File: config.mk
export PLATFORM = sky130hd
export DESIGN_NAME = ifetch
export DESIGN_NICKNAME = d
export VERILOG_FILES = /design/src/rtl/ifetch_pkg.sv /design/src/rtl/ifetch.sv
export SDC_FILE = /design/constraint.sdc
export NUM_CORES = 1
export LEC_CHECK = 0
export ABC_AREA = 1
export BUFFER_PORTS_ARGS = -buffer_cell sky130_fd_sc_hd__buf_2
export CAP_MARGIN = 0
export CORE_ASPECT_RATIO = 1.4
export CORE_MARGIN = 2
export CORE_UTILIZATION = 43
export CTS_CLUSTER_DIAMETER = 120
export DETAILED_ROUTE_END_ITERATION = 8
export HOLD_SLACK_MARGIN = 0.08
export PLACE_DENSITY = 0.66
export SYNTH_ARGS = -nofsm -noshare
export SYNTH_HDL_FRONTEND = slang
export SYNTH_SLANG_ARGS = --single-unit
File: constraint.sdc
create_clock -name clk_i -period 1.8 [get_ports clk_i]
set_input_delay 0.18 -clock clk_i [delete_from_list [all_inputs] [get_ports clk_i]]
set_output_delay 0.18 -clock clk_i [all_outputs]
set_load 0.005 [all_outputs]
File: src/rtl/ifetch_pkg.sv
// Shared types for the rvga pipeline: fetch FSM states, NOP encoding, word type.
package rvga_types;

    localparam int unsigned XLEN = 32;

    typedef logic [XLEN-1:0] word_t;

    typedef enum logic [1:0] {
        IDLE,
        WAIT,
        HOLD,
        DRAIN
    } ifetch_state_e;

    localparam logic [31:0] NOP_INSTR = 32'h0000_0013;

endpackage

File: src/rtl/ifetch.sv
// Instruction-fetch stage: owns the PC, keeps one request outstanding to
// instruction memory, and presents a registered instr/pc/valid to decode.
// Define RVGA_IFETCH_PERF_EN to add the fetch_cnt_o / imem_wait_cnt_o counters.
module ifetch
    import rvga_types::*;
#(
    parameter int unsigned              XLEN_P     = 32,
    parameter logic [XLEN_P-1:0]        PC_RESET_P = '0
) (
    input  logic                clk_i,
    input  logic                rst_i,
    input  logic                stall_v_i,
    input  logic                bubble_v_i,
    input  logic                br_v_i,
    input  logic [XLEN_P-1:0]   br_tgt_i,
    output logic                imem_read_v_o,
    output logic [XLEN_P-1:0]   imem_addr_o,
    input  logic                imem_resp_v_i,
    input  logic [XLEN_P-1:0]   imem_data_i,
    output logic                instr_v_o,
    output logic [XLEN_P-1:0]   instr_o,
    output logic [XLEN_P-1:0]   pc_o
`ifdef RVGA_IFETCH_PERF_EN
    ,
    output logic [31:0]         fetch_cnt_o,
    output logic [31:0]         imem_wait_cnt_o
`endif
);

    ifetch_state_e       state_q, state_d;
    logic [XLEN_P-1:0]   pc_q, pc_d;
    logic [XLEN_P-1:0]   req_addr_q, req_addr_d;
    logic [XLEN_P-1:0]   hold_q, hold_d;
    logic                load;
    logic [XLEN_P-1:0]   load_word;
    logic [XLEN_P-1:0]   req_addr_inc;

    assign req_addr_inc  = req_addr_q + XLEN_P'(4);
    assign imem_read_v_o = (state_q == WAIT) || (state_q == DRAIN);
    assign imem_addr_o   = req_addr_q;

    // Next-state and next-register values for the fetch FSM.
    always_comb begin
        state_d    = state_q;
        pc_d       = pc_q;
        req_addr_d = req_addr_q;
        hold_d     = hold_q;
        load       = 1'b0;
        load_word  = hold_q;
        unique case (state_q)
            IDLE: begin
                if (br_v_i) begin
                    pc_d = br_tgt_i;
                end else if (!bubble_v_i) begin
                    req_addr_d = pc_q;
                    state_d    = WAIT;
                end
            end
            WAIT: begin
                if (br_v_i) begin
                    pc_d    = br_tgt_i;
                    state_d = imem_resp_v_i ? IDLE : DRAIN;
                end else if (imem_resp_v_i && !stall_v_i) begin
                    load      = 1'b1;
                    load_word = imem_data_i;
                    pc_d      = req_addr_inc;
                    if (!bubble_v_i) begin
                        req_addr_d = req_addr_inc;
                    end else begin
                        state_d = IDLE;
                    end
                end else if (imem_resp_v_i) begin
                    hold_d  = imem_data_i;
                    state_d = HOLD;
                end
            end
            HOLD: begin
                if (br_v_i) begin
                    pc_d    = br_tgt_i;
                    state_d = IDLE;
                end else if (!stall_v_i) begin
                    load      = 1'b1;
                    load_word = hold_q;
                    pc_d      = req_addr_inc;
                    state_d   = IDLE;
                end
            end
            DRAIN: begin
                if (br_v_i) begin
                    pc_d = br_tgt_i;
                end
                if (imem_resp_v_i) begin
                    state_d = IDLE;
                end
            end
            default: state_d = IDLE;
        endcase
    end

    // State, PC, request and decode-side output registers.
    always_ff @(posedge clk_i) begin
        if (rst_i) begin
            state_q    <= IDLE;
            pc_q       <= PC_RESET_P;
            req_addr_q <= PC_RESET_P;
            hold_q     <= '0;
            instr_v_o  <= 1'b0;
            instr_o    <= XLEN_P'(NOP_INSTR);
            pc_o       <= '0;
        end else begin
            state_q    <= state_d;
            pc_q       <= pc_d;
            req_addr_q <= req_addr_d;
            hold_q     <= hold_d;
            if (br_v_i) begin
                instr_v_o <= 1'b0;
            end else if (stall_v_i) begin
                instr_v_o <= instr_v_o;
            end else if (load) begin
                instr_v_o <= 1'b1;
                instr_o   <= load_word;
                pc_o      <= req_addr_q;
            end else begin
                instr_v_o <= 1'b0;
            end
        end
    end

`ifdef RVGA_IFETCH_PERF_EN
    // Saturating delivery and memory-wait counters.
    always_ff @(posedge clk_i) begin
        if (rst_i) begin
            fetch_cnt_o     <= '0;
            imem_wait_cnt_o <= '0;
        end else begin
            if (load && !br_v_i && !stall_v_i && (fetch_cnt_o != '1)) begin
                fetch_cnt_o <= fetch_cnt_o + 32'd1;
            end
            if (imem_read_v_o && !imem_resp_v_i && (imem_wait_cnt_o != '1)) begin
                imem_wait_cnt_o <= imem_wait_cnt_o + 32'd1;
            end
        end
    end
`endif

endmodule

# Yosys cells after proc, flatten, opt, wreduce, memory -nomap -nowiden
# Index checks and enable logic that the tools add are counted.
op_classes:
  n_reduce_logical: 12
  eq_ne: 14
  add_sub_neg: 1
  muxes: 31
  bitwise_logic: 3
op_table:
  columns: ["operator", "n"]
  rows:
  - ["$mux W32", 12]
  - ["$pmux W32 S3", 1]
  - ["$pmux W32 S2", 1]
  - ["$add A32 B3 Y32 const B", 1]
  - ["$mux W2", 10]
  - ["$reduce_and A6 Y1", 2]
  - ["$ne A2 B2 Y1 const B", 5]
  - ["$pmux W2 S4", 1]
  - ["$reduce_and A3 Y1", 2]
  - ["$mux W1", 5]
  - ["$eq A2 B2 Y1 const B", 2]
  - ["$ne A2 B1 Y1 const B", 2]
  - ["$ne A4 B3 Y1 const B", 1]
  - ["$ne A4 B4 Y1 const B", 1]
  - ["$reduce_and A4 Y1", 1]
  - ["$reduce_or A2 Y1", 2]
  - ["$ne A3 B2 Y1 const B", 1]
  - ["$ne A3 B3 Y1 const B", 1]
  - ["$not A1 Y1", 3]
  - ["$eq A2 B1 Y1 const B", 1]
  - ["$logic_not A2 Y1", 1]
  - ["$pmux W1 S2", 1]
  - ["$reduce_bool A2 Y1", 1]
  - ["$logic_and A1 B1 Y1", 1]
  - ["other kinds (2)", 2]
totals:
  register_bits: 163
  wordCells: 68
  out_inout_bits: 98

# Longest topological paths before layout
logic_depth:
  ltp_word: 6
  ltp_mapped: 11
  depth_no_buf: 10

# Least setup slack after synthesis
# No wires, ideal clock.
synth_timing:
  path_type: "flip-flop to flip-flop"
  start: "register state_q[0]"
  end: "register pc_q[10]"
  slack_ns: 0.157
  stages_incl_launch_ff: 9
  t_arrival_ns: 1.523
  path_buffers: 1
  path_cell_list: "dfxtp_1 inv_1 ha_1 or2_2 nand3_1 inv_1 clkbuf_1 o21ai_0 a21oi_1"
synth_between:
  elab_chain_cells: 4
  elab_cells_between_ends: 10
  classes_between: "eq/ne (6); mux (1); reduce/logical (3)"
synth_rtl:
  columns: ["element", "line", "rtl"]
  rows:
  - ["from (decl)", "ifetch.sv:30", "ifetch_state_e state_q, state_d;"]
  - ["from (signal assigned)", "ifetch.sv:111", "state_q <= state_d;"]
  - ["$eq A2 B2 Y1 / $logic_not A2 Y1 (equally long branches)", "ifetch.sv:50", "unique case (state_q)"]
  - ["$reduce_or A2 Y1 (no line)", null, null]
  - ["$ne A2 B1 Y1 (no line)", null, null]
  - ["$reduce_and A3 Y1 (no line)", null, null]
  - ["to (signal assigned)", "ifetch.sv:112", "pc_q <= pc_d;"]
  - ["to (decl)", "ifetch.sv:31", "logic [XLEN_P-1:0] pc_q, pc_d;"]
# Several ways; a longest one is shown, not always the timed one.
# A chain may end at the register's enable or synchronous reset.

# Worst setup path after layout
layout_timing:
  start: "register state_q[0]"
  end: "register pc_q[18]"
# The elaborated chain is that of the path after synthesis.

==> results.md <==
* Synth unique cells at 33
* Row count at 56
* Max-slew violation count at 0
* Worst-path clk slew at about 70 ps
* Area grow syn2layout at 37.00%
* Syn. warnings at 0
* Sequential-to-total area share from yosys stat at 0.4461
* RSZ-0062 raised after global routing: true
* Mapped Area at 7315 um^2
* Number of max-cap violations at 0
* Clock Latency Late Sink at 430 ps
* Dpl cell area at roughly 8600 um^2
* # setup viols final at 0
* DRC marker count from the first detailed-route iteration at 732
* Via count at 7652
* TritonCTS clock tree: built
* Worst-path cell chain: inv_1 > ha_1 > or2_2 > nand3_2 > inv_1 > buf_12 > o21ai_0 > a21oi_1
* Routed vias/inst at between 5 and 6
* Commonest non-fill, non-tap cell in the layout: nand2_1
* Pin slew with the least headroom to its limit at 428.0 ps
* Routed len/inst at roughly 15 um
* Die area at 18080 um^2
* Largest fanout on the critical path at 35
* Routability Congestion at 0.9217
* Final net count at 1334
* Gr ovfl total at 0
* GRT Resource Usage Total at 0.2387
* Post-Route WL at 22430 um
* # IOs at 168
* Reg2Reg Setup Slack at 80 ps
* Max IR drop VDD at 0.7492 mV
* TritonCTS buffer count at 17
* Core Region at 16680 um^2
* Hold path start: stall_v_i
* Buf+Inv Stages, Crit Path at 3
* Reg2reg end: pc_q[18]
* Ys flop type: dfxtp_1
* Chip height at around 160 um
* Initial antenna violation count at 0
* Critical path required time at 2120 ps
* Most frequent cells in the layout: 193 x nand2_1, 185 x a21oi_1, 166 x buf_2, 160 x dfxtp_1, 124 x o21ai_0
* Critical Path Start Type: flip-flop
* Gate Count Post-Synth at 1020
* CTS Root Cell: clkbuf_16
* DRT Pass-1 Iters at 6
* Clk buf depth at 2
* Skew final at approximately 8.6 ps
* Min-Delay Path Class: in2reg
* Status: finished, final reports clean
* Post-layout min period at about 1700 ps
* Critical Path Sink Type: flip-flop
* DP HPWL at around 14000 um
* CTS sink cnt at roughly 160
* PortBufs at ~170
* Largest net degree at the start of global routing at 65
* Final ANT Viol Nets at 0
* Final hold violation count at 0
* Leak at 4.286 nW
* First-pass GRT wire length at 34490 um
* Delay-heaviest family, CP: simple AND/OR/NAND/NOR gates
* Die W at 114.2 um
* Worst path max stage delay at 340 ps
* Syn nets at around 1100
* Remaining DRCs at 0
* PwrDens at 1249 nW/um^2
* Layout cells sized above 1 at 0.2335
* Vias in the first global route at 7004
* Design Area, Final at 10020 um^2
* Initial Util at 0.4386
* Post-synth EDFFs at 0
* R2R Path Start: state_q[0]
* Peak Freq at between 500 and 600 MHz
* Fin crit share at 0.9535
* Hold path endpoint: instr_v_o
* Crit path max-delay cell type: dfxtp_2
* Final core occ at 0.6009
* Worst Hold Path Cells at 3
* Relative slew margins at 0.7147
* Antenna Cells at 0
* Setup CP Type: reg2reg
* Syn avg cell area at 7.171 um^2
* R2R cell count at 8
* CP Launch Point: state_q[0]
* Most used cell, CP: inv_1
* FFs w/ async S/R, synth at 0
* Critical path arrival at 2030 ps
* H-tree levels at 4
* Synthesized flop and latch total at 163
final cells by class:
class                   instances  area (um^2)
fillers                      1566         6655
multi-input cells             725         3572
flip-flops and latches        163         3267
repair buffers                286         2106
clock buffers                  19        442.9
well taps                     203        254.0
inverters                      66        252.7
clock inverters                13        126.4
sequential cells by signal (all words and copies together) (netlist names):
register,cells
hold_q,32
imem_addr_o,32
instr_o,32
pc_o,32
pc_q,32
state_q,2
instr_v_o,1
per-stage QoR:
stage                     hold WS, ps  setup slack [ps]  cells  TNS (ps)  power, mW
after global placement          428.2             68.01   1370         0      8.650
after floorplan                 259.3             157.2   1020         0      7.106
after detailed placement        433.1             53.24   1370         0      8.674
final                           87.88             83.70   1475         0      12.52
after global routing            110.0            -8.960   1475    -15.75      13.24
after CTS                       81.29           0.06806   1466         0      12.34
worst max-delay path by stage:
stage / endpoint / slack, ps / cells past startpoint
after CTS: imem_read_v_o / 0.07 / 5
after global placement: pc_q[18] / 70 / 7
final: pc_q[18] / 80 / 8
after detailed placement: pc_q[18] / 50 / 7
after global routing: imem_addr_o[24] / -9 / 10
after floorplan: pc_q[10] / 160 / 8
report_power, final:
| group | switching [mW] | total [mW] | internal (mW) |
|---|---|---|---|
| combinational | 2.57 | 4.21 | 1.64 |
| clock | 1.57 | 3.53 | 1.96 |
| sequential | 0.485 | 4.78 | 4.29 |
| total | 4.63 | 12.5 | 7.89 |
layer usage:
layer  part of all wire  GRT usage
met3              0.042    0.03730
met4              0.026     0.1057
met1               0.42     0.2827
met2               0.51     0.4246
met5                  0          0
Yosys cell counts, types with 2 or more instances:
cell / count / area share
nor2_1: 106 / 0.054
dfxtp_1: 163 / 0.45
nor2_2: 3 / 0.0026
xnor2_1: 5 / 0.0060
inv_1: 58 / 0.030
buf_4: 6 / 0.0062
o21ai_0: 138 / 0.094
nand2_2: 3 / 0.0026
buf_6: 3 / 0.0046
ha_1: 5 / 0.0086
inv_2: 7 / 0.0036
buf_1: 3 / 0.0015
nand2_1: 196 / 0.10
a21oi_1: 187 / 0.13
or2_2: 2 / 0.0017
clkbuf_1: 34 / 0.017
and2_1: 2 / 0.0017
buf_2: 19 / 0.013
xor2_1: 10 / 0.012
o211ai_1: 26 / 0.027
a211oi_1: 2 / 0.0021
a31oi_1: 4 / 0.0034
nor2_4: 4 / 0.0062
nand3_1: 25 / 0.017
timing repair:
action	4_1_cts	5_1_grt
endpoints found under the setup margin	1	106
buffers inserted	0	6
pin swaps	0	7
hold endpoints to repair	70	0
resized for setup	2	43
gates cloned	0	3
hold buffers	64	0
worst min-delay path: stages:
cell and delay [ps]:
buf_2 110, a21oi_1 70, nor3_1 110
logic make-up after synthesis:
family / after synthesis / synth area share
buffers and inverters: 132 / 0.07732
AO/OA/AOI/OAI: 361 / 0.2607
AND/OR/NAND/NOR: 344 / 0.1894
flip-flops: 163 / 0.4461
XOR/XNOR: 15 / 0.01796
adder cells (fa/ha/maj): 5 / 0.008553
Note: power is estimated with default switching activity, not from simulation.
